## src/rtl/ps2_key_tracker_if.sv

```systemverilog
// Bus between the PS/2 pins, the key tracker and the game FSM's key lookup.
//   ps2_clk, ps2_data : raw PS/2 pins (asynchronous to clk)
//   key_down[127:0]   : bit c high while the key with scan code c is held
//   last_change[6:0]  : code of the most recent accepted make/break
//   key_valid         : one-cycle pulse when key_down/last_change update
//   frame_err         : one-cycle pulse on parity, stop-bit or timeout error
// The master modport is the tracker. The slave modport is the pin driver and
// output consumer.
interface ps2_key_tracker_if;
  logic         ps2_clk;
  logic         ps2_data;
  logic [127:0] key_down;
  logic [6:0]   last_change;
  logic         key_valid;
  logic         frame_err;

  modport master (input ps2_clk, ps2_data,
                  output key_down, last_change, key_valid, frame_err);
  modport slave  (output ps2_clk, ps2_data,
                  input key_down, last_change, key_valid, frame_err);
endinterface

```

## src/rtl/ps2_key_tracker.sv

```systemverilog
// PS/2 keyboard receiver and scan-code set 2 key tracker.
// The block synchronizes the pins and receives 11-bit frames (start, 8 data
// LSB first, odd parity, stop). It then decodes make/break sequences into a
// pressed-key bitmap.
//   clk, rst : system clock, asynchronous active-high reset
//   bus      : ps2_key_tracker_if.master (pins in; key_down, last_change,
//              key_valid, frame_err out)
// Latency: the stop-bit edge_det at cycle T gives byte_strobe/frame_err at
// T+1 and key_valid at T+2.
module ps2_key_tracker #(
  parameter int TIMEOUT_CYCLES = 100000,
  parameter int SYNC_STAGES    = 2
) (
  input logic             clk,
  input logic             rst,
  ps2_key_tracker_if.master bus
);
  localparam int TW = $clog2(TIMEOUT_CYCLES + 1);

  // Synchronizers reset to 1 (idle bus level), so reset never creates a
  // spurious falling edge.
  logic [SYNC_STAGES-1:0] clk_sync, data_sync;
  logic                   clk_prev;

  always_ff @(posedge clk or posedge rst)
    if (rst) begin
      clk_sync  <= '1;
      data_sync <= '1;
      clk_prev  <= 1'b1;
    end else begin
      clk_sync  <= {clk_sync[SYNC_STAGES-2:0], bus.ps2_clk};
      data_sync <= {data_sync[SYNC_STAGES-2:0], bus.ps2_data};
      clk_prev  <= clk_sync[SYNC_STAGES-1];
    end

  logic edge_det, bit_in;
  assign edge_det = clk_prev & ~clk_sync[SYNC_STAGES-1];
  assign bit_in   = data_sync[SYNC_STAGES-1];

  // Frame receiver
  logic [3:0]    bit_idx;
  logic [7:0]    shreg, rx_byte;
  logic          par_bit, byte_strobe, rx_err;
  logic [TW-1:0] to_cnt;

  always_ff @(posedge clk or posedge rst)
    if (rst) begin
      bit_idx     <= '0;
      shreg       <= '0;
      rx_byte     <= '0;
      par_bit     <= 1'b0;
      byte_strobe <= 1'b0;
      rx_err      <= 1'b0;
      to_cnt      <= '0;
    end else begin
      byte_strobe <= 1'b0;
      rx_err      <= 1'b0;
      if (edge_det) begin
        to_cnt <= '0;
        case (bit_idx)
          4'd0:  if (!bit_in) bit_idx <= 4'd1;  // a high start bit is line noise
          4'd9:  begin par_bit <= bit_in; bit_idx <= 4'd10; end
          4'd10: begin
            bit_idx <= 4'd0;
            // Odd parity means the 9 bits (data + parity) have odd weight.
            if ((^{shreg, par_bit}) && bit_in) begin
              byte_strobe <= 1'b1;
              rx_byte     <= shreg;
            end else begin
              rx_err <= 1'b1;
            end
          end
          default: begin
            shreg   <= {bit_in, shreg[7:1]};
            bit_idx <= bit_idx + 4'd1;
          end
        endcase
      end else if (bit_idx != 4'd0) begin
        if (to_cnt == TW'(TIMEOUT_CYCLES - 1)) begin
          bit_idx <= 4'd0;
          to_cnt  <= '0;
          rx_err  <= 1'b1;
        end else begin
          to_cnt <= to_cnt + 1'b1;
        end
      end
    end

  // Make/break decoder
  typedef enum logic [1:0] {S_IDLE, S_BREAK, S_EXT, S_EXT_BREAK} state_t;
  state_t state, state_n;
  logic   do_make, do_break;

  always_ff @(posedge clk or posedge rst)
    if (rst) state <= S_IDLE;
    else     state <= state_n;

  always_comb begin
    state_n  = state;
    do_make  = 1'b0;
    do_break = 1'b0;
    if (byte_strobe)
      case (state)
        S_IDLE:
          if (rx_byte == 8'hF0)      state_n = S_BREAK;
          else if (rx_byte == 8'hE0) state_n = S_EXT;
          else                       do_make = ~rx_byte[7];  // 0xAA, 0xFA, 0x83.. ignored
        S_BREAK: begin
          do_break = ~rx_byte[7];
          state_n  = S_IDLE;
        end
        S_EXT:   state_n = (rx_byte == 8'hF0) ? S_EXT_BREAK : S_IDLE;
        default: state_n = S_IDLE;  // extended keys never touch the outputs
      endcase
  end

  logic [127:0] key_down_q;
  logic [6:0]   last_change_q;
  logic         key_valid_q;

  always_ff @(posedge clk or posedge rst)
    if (rst) begin
      key_down_q    <= '0;
      last_change_q <= '0;
      key_valid_q   <= 1'b0;
    end else begin
      key_valid_q <= do_make | do_break;
      if (do_make | do_break) begin
        key_down_q[rx_byte[6:0]] <= do_make;
        last_change_q            <= rx_byte[6:0];
      end
    end

  assign bus.key_down    = key_down_q;
  assign bus.last_change = last_change_q;
  assign bus.key_valid   = key_valid_q;
  assign bus.frame_err   = rx_err;
endmodule

```

## src/flat_wrapper.sv

```systemverilog
// flat-port wrapper written by rule: the top's interface ports become plain ports
module ps2_key_tracker_flat 
#(
  parameter int TIMEOUT_CYCLES = 100000,
  parameter int SYNC_STAGES    = 2
)
  (clk, rst, bus_ps2_clk, bus_ps2_data, bus_key_down, bus_last_change, bus_key_valid, bus_frame_err);
  ps2_key_tracker_if bus_i ();
  input logic clk;
  input logic rst;
  input wire logic [$bits(bus_i.ps2_clk)-1:0] bus_ps2_clk;
  input wire logic [$bits(bus_i.ps2_data)-1:0] bus_ps2_data;
  output wire logic [$bits(bus_i.key_down)-1:0] bus_key_down;
  output wire logic [$bits(bus_i.last_change)-1:0] bus_last_change;
  output wire logic [$bits(bus_i.key_valid)-1:0] bus_key_valid;
  output wire logic [$bits(bus_i.frame_err)-1:0] bus_frame_err;
  assign bus_i.ps2_clk = bus_ps2_clk;
  assign bus_i.ps2_data = bus_ps2_data;
  assign bus_key_down = bus_i.key_down;
  assign bus_last_change = bus_i.last_change;
  assign bus_key_valid = bus_i.key_valid;
  assign bus_frame_err = bus_i.frame_err;
  ps2_key_tracker #(.TIMEOUT_CYCLES(TIMEOUT_CYCLES), .SYNC_STAGES(SYNC_STAGES)) u_core (.clk(clk), .rst(rst), .bus(bus_i));
endmodule
```

## config.mk

```make
export PLATFORM = sky130hd
export DESIGN_NAME = ps2_key_tracker_flat
export DESIGN_NICKNAME = d
export VERILOG_FILES = /design/src/rtl/ps2_key_tracker_if.sv /design/src/rtl/ps2_key_tracker.sv /design/src/flat_wrapper.sv
export SDC_FILE = /design/constraint.sdc
export NUM_CORES = 1
export LEC_CHECK = 0
export ABC_CLOCK_PERIOD_IN_PS = 16800
export CAP_MARGIN = 20
export CORE_MARGIN = 2
export CORE_UTILIZATION = 44
export DETAILED_ROUTE_END_ITERATION = 7
export PLACE_DENSITY = 0.72
export SLEW_MARGIN = 20
export SYNTH_ARGS = -nofsm -noshare
export SYNTH_HDL_FRONTEND = slang
export SYNTH_SLANG_ARGS = --single-unit
```

## constraint.sdc

```tcl
create_clock -name clk -period 16.8 [get_ports clk]
set_input_delay 3.36 -clock clk [delete_from_list [all_inputs] [get_ports clk]]
set_output_delay 3.36 -clock clk [all_outputs]
set_load 0.03 [all_outputs]
```

# After elaboration in Yosys (flattened, before gate mapping)
# Index checks and enable logic that the tools add are counted.
[totals] wordCells=75 input_bits=4 regBits=183 output_inout_bits=137
[classes] reduce_logical=14 magnitude_cmp=2 n_addsub=2 n_bitwise=5 mux=29 n_eq_ne=9
[op_table] op="$bwmux 128" n=1
[op_table] op="$mux 17" n=3
[op_table] op="$add 17x1->17 const B" n=1
[op_table] op="$eq 17x17->1 const B" n=1
[op_table] op="$eq 8x8->1 const B" n=2
[op_table] op="$mux 4" n=4
[op_table] op="$mux 1" n=15
[op_table] op="$pmux 4 s3" n=1
[op_table] op="$reduce_xor 9->1" n=1
[op_table] op="$eq 4x4->1 const B" n=2
[op_table] op="$lt 7x8->1 const B" n=1
[op_table] op="$demux 1 s7" n=1
[op_table] op="$ge 7x1->1 const B" n=1
[op_table] op="$mux 2" n=3
[op_table] op="$reduce_and 2->1" n=3
[op_table] op="$reduce_and 3->1" n=2
[op_table] op="$add 4x1->4 const B" n=1
[op_table] op="$logic_not 4->1" n=1
[op_table] op="$pmux 2 s2" n=1
[op_table] op="$reduce_bool 2->1" n=2
[op_table] op="$reduce_bool 4->1" n=1
[op_table] op="$ne 3x1->1 const B" n=1
[op_table] op="$ne 3x3->1 const B" n=1
[op_table] op="$not 1->1" n=3
[op_table] op="7 further kinds" n=8

# Logic depth before layout (Yosys ltp)
[depth] ltp_word=6 depth_mapped=7

# Worst setup path before layout
# Ideal clock, no wire load.
[synth_timing] path_kind="reg-to-output" start="reg u_core.key_down_q[16] (netlist: u_core.bus.key_down[16])" end="out bus_key_down[16]" stages_incl_launch_ff=1 path_slack_ns=12.958 required_time_ns=13.440 t_arrival_ns=0.482 path_buffers=0 path_cell_list="dfrtp_1"
[synth_rtl] element="from (decl)" line="ps2_key_tracker.sv:117" rtl="logic [127:0] key_down_q;"
[synth_rtl] element="from (signal, indexed assignment)" line="ps2_key_tracker.sv:129" rtl="key_down_q[rx_byte[6:0]] <= do_make;"
[synth_rtl] element="to (decl)" line="flat_wrapper.sv:13" rtl="output wire logic [$bits(bus_i.key_down)-1:0] bus_key_down;"
# No word-level cell between the ends.

# Final worst setup path
[layout_timing] start="reg u_core.last_change_q[4] (netlist: u_core.bus.last_change[4])" end="out bus_last_change[4]"
[layout_rtl] element="from (decl)" line="ps2_key_tracker.sv:118" rtl="logic [6:0] last_change_q;"
[layout_rtl] element="from (signal assigned)" line="ps2_key_tracker.sv:130" rtl="last_change_q <= rx_byte[6:0];"
[layout_rtl] element="to (decl)" line="flat_wrapper.sv:14" rtl="output wire logic [$bits(bus_i.last_change)-1:0] bus_last_change;"
# No word-level cell between the ends.

==> results.md <==
Floorplan:
- The die covers 18960 sq um.
- The number of primary I/O pins is 141.
- After floorplanning, the core was divided into 48 placement rows.
- The chip height is 137.7 um.
- The width of the die is 137.7 um.
- The total core area is roughly 17000 sq um.
- Once the floorplan was initialized, standard cells occupied approximately 45% of the core.

Worst setup path:
- The biggest cell delay along the critical path is 740 ps.
- Data on the critical path arrives at its endpoint at 1520 ps.
- Traced cell by cell, the critical path runs through clkdlybuf4s50_1.
- The kind of start point of the critical path is a flop.
- Broken down by cell family, the worst path's largest delay share belongs to buffers and inverters.
- The total buffers and inverters traversed by the critical path is 1.
- In this run the worst path has a maximum fanout of 2.
- Data on the critical path is required at its endpoint by 13440 ps.
- The critical path class is reg -> out.
- The instance count on the critical path is 1.
- The kind of end point of the critical path is a primary output.
- The number of cells on the worst reg-to-reg path is 4.
- The cell with the largest stage delay on the worst path is sky130_fd_sc_hd__clkdlybuf4s50_1.

Route:
- The iteration-0 DRC count of the detailed router is 455.
- The detailed-route via count is 6122.
- The average wire per cell in the routed design is 17.61 um.
- The first detailed-routing pass took 5 iterations.
- The total wirelength of the detailed-routed design is 18900 um.
- In the routed layout, each cell is associated on average with a via count of 5.705.
- The count of nets left with antenna violations once routing finished came out at 0.
- After detailed routing, the number of remaining DRC violations is 0.

Placement:
- Routability-driven placement finished with a final weighted congestion of just under 0.8.
- The number of input and output port buffers inserted is 140.
- The detailed placement HPWL is 12230 um.

Min path:
- The kind of path behind the tightest hold check is reg -> reg.
- Counting instances, the worst hold path has a depth of 0.

Timing:
- The tightest hold path in the finished design has a slack of 356.9 ps.
- The fraction of the cycle the final worst path needs is slightly below 30%.
- On the final layout, the worst clock skew is 8.116 ps.
- The headroom to the max-slew limit is 35.24%.
- The final-report max-slew violation count is 0.
- The total count of hold-check failures in the final report is 0.
- Setup repair after global routing left no endpoint under its margin.
- The transition time of the tightest slew-check pin is 969.1 ps.
- Timing would allow up to a little over 0.2 GHz.
- The shortest period the worst path allows is 4881 ps.
- For the final routed database, the setup TNS stands at 0 ps.
- The final-report setup violation count is 0.

Synth:
- The number of warning messages in the yosys log is 0.
- The post-synth design cell area is 7866 sq um.
- The mean cell area of the mapped netlist is 10.81 sq um.
- Among all flip-flop cells after synthesis, the most frequent one is sky130_fd_sc_hd__dfrtp_1.
- Synthesis inferred between 150 and 200 register bits.
- Summing the sequential cell areas from Yosys gives 58.29% of the chip area.
- After synthesis, the share of flip-flops with an asynchronous set or reset is 100.0%.
- The number of nets produced by synthesis is 737.
- Synthesis handed over a netlist of 728 instances.
- The post-synthesis cell type count is 51.
- The number of synthesized flops with an enable pin is 0.

Clock tree:
- The number of gates given a new drive strength after cts is 0.
- The number of buffers between clock root and the deepest sink is 2.
- The total CTS buffers is 17.
- Once the clock tree was built, the setup fixing pass inserted 0 buffers.
- The H-tree was split into 4 levels.
- The tree is rooted in a sky130_fd_sc_hd__clkbuf_16.
- The tree built by TritonCTS fans out to roughly 180 sinks.
- The clock-pin slew on the worst setup and hold paths is 70 ps.
- The clock tree from TritonCTS is done.
- In this run, post-CTS hold repair placed 0 buffers.
- The later pin in the worst-skew pair is clocked with a latency of roughly 430 ps.

Final layout:
- The synthesis-to-layout area growth is 27.88%.
- The library cells used most frequently in the layout, excluding fill and tap cells, are sky130_fd_sc_hd__dfrtp_1, sky130_fd_sc_hd__clkdlybuf4s50_1, sky130_fd_sc_hd__o21ai_0.
- The number of antenna diodes is 0.
- For this run, the post-layout net count is roughly 850.
- The leading cell type in the layout, fill and taps excluded is sky130_fd_sc_hd__dfrtp_1.
- The fraction of layout cells with a size suffix above 1 is just under 9%.

GRT:
- The first global-routing pass estimated ~30000 um of wire.
- The maximum number of pins on one net before global-route repair is 123.
- The via count of the first global-routing pass is 5580.
- For this run the aggregate overflow at the end of global routing stands at 0.
- For this run, the total global-route usage over all layers was measured as 20.42%.
- The initial antenna violation count was 0.

Power:
- The final total power is 0.001086 W.
- The peak supply drop is 0.00007928 V.
- The analysis attributes to cell leakage a power of 4.227 nW.
- The power per standard cell area is 108.0 nW/um^2.

Job:
- The tool flagged a number of max-cap violations equal to 0.

Status:
- The run finished with clean final reports.
## registers in the layout, indices dropped and copies added (netlist names), 4 cells and up
signal and cells:
u_core.rx_byte 8, u_core.to_cnt 17, u_core.shreg 8, u_core.bit_idx 4
u_core.bus.last_change 7, u_core.bus.key_down 128
## cell families (layout without fill, tap and decap cells)
family / after synthesis / after routing / synth area share [%]
adder cells (fa/ha/maj): 5 / 5 / 0.7953
AO/OA/AOI/OAI: 294 / 294 / 22.82
AND/OR/NAND/NOR: 147 / 147 / 9.925
flip-flops: 183 / 183 / 58.29
multiplexers: 21 / 21 / 3.133
XOR/XNOR: 11 / 11 / 1.591
buffers and inverters: 67 / 187 / 3.436
## through the flow
stage | worst slack [ps] | cell area [sq um] | util (%) | cells
floorplan | 8476 | 7866 | - | 728
global placement | 11220 | 9392 | 53.92 | 1042
detailed placement | 11200 | 9407 | 54.01 | 1043
CTS | 11680 | 10050 | 57.69 | 1073
global route | 11630 | 10060 | 57.76 | 1073
finish | 11920 | 10060 | 57.76 | 1073
## cells in the mapped netlist, types with 3 or more instances
| cell | instances | share of area [%] |
|---|---|---|
| sky130_fd_sc_hd__or3_1 | 8 | 0.64 |
| sky130_fd_sc_hd__nand4_1 | 5 | 0.40 |
| sky130_fd_sc_hd__clkbuf_1 | 45 | 2.1 |
| sky130_fd_sc_hd__a21oi_1 | 57 | 3.6 |
| sky130_fd_sc_hd__nand3_1 | 14 | 0.89 |
| sky130_fd_sc_hd__nor3b_1 | 5 | 0.48 |
| sky130_fd_sc_hd__nor3_1 | 9 | 0.57 |
| sky130_fd_sc_hd__a31oi_1 | 42 | 3.3 |
| sky130_fd_sc_hd__nand2b_1 | 8 | 0.64 |
| sky130_fd_sc_hd__xnor2_1 | 3 | 0.33 |
| sky130_fd_sc_hd__ha_1 | 5 | 0.80 |
| sky130_fd_sc_hd__mux2_2 | 19 | 2.7 |
| sky130_fd_sc_hd__nand2_1 | 49 | 2.3 |
| sky130_fd_sc_hd__o21ai_0 | 97 | 6.2 |
| sky130_fd_sc_hd__dfstp_2 | 5 | 1.7 |
| sky130_fd_sc_hd__xor2_1 | 6 | 0.67 |
| sky130_fd_sc_hd__dfrtp_1 | 178 | 57 |
| sky130_fd_sc_hd__inv_1 | 6 | 0.29 |
| sky130_fd_sc_hd__buf_2 | 15 | 0.95 |
| sky130_fd_sc_hd__nor2b_1 | 10 | 0.80 |
| sky130_fd_sc_hd__and3_1 | 3 | 0.24 |
| sky130_fd_sc_hd__o31ai_1 | 84 | 8.0 |
| sky130_fd_sc_hd__nor2_1 | 18 | 0.86 |
## where the power goes
| part | internal (W) | switching [W] | leakage [nW] |
|---|---|---|---|
| registers | 0.000464 | 0.0000339 | 2.51 |
| logic | 0.0000730 | 0.0000838 | 1.40 |
| clock network | 0.000267 | 0.000165 | 0.308 |
## area by class of cell
cell class / instances / area [sq um]
Clock buffer: 18 / 439.2
Clock inverter: 12 / 201.4
Fill cell: 1482 / 7357
Inverter: 7 / 33.78
Multi-Input combinational cell: 478 / 3033
Sequential cell: 183 / 4587
Tap cell: 225 / 281.5
Timing Repair Buffer: 150 / 1484
## worst paths after layout
check	from	end	slack (ps)
setup reg to reg	u_core.rx_byte[2]$_DFFE_PP0P_	u_core.bus.key_down[121]$_DFFE_PP0P_	14400
hold / removal	u_core.clk_sync[0]$_DFF_PP1_	u_core.clk_sync[1]$_DFF_PP1_	360
max in group asynchronous	rst	u_core.state[0]$_DFFE_PP0P_	11960
min in group asynchronous	rst	u_core.to_cnt[3]$_DFFE_PP0P_	3490
hold reg to reg	u_core.clk_sync[0]$_DFF_PP1_	u_core.clk_sync[1]$_DFF_PP1_	360
setup / recovery	u_core.bus.last_change[4]$_DFFE_PP0P_	bus_last_change[4]	11920
## metal layers
metal / up-vias / part of all wire, % / GRT usage [%]
li1: 2937 / - / -
met1: 2980 / 47 / 29.79
met2: 192 / 46 / 31.18
met3: 13 / 5.9 / 4.489
met4: 0 / 0.97 / 5.045
met5: - / 0 / 0
Power figures use the tool's default switching activity.
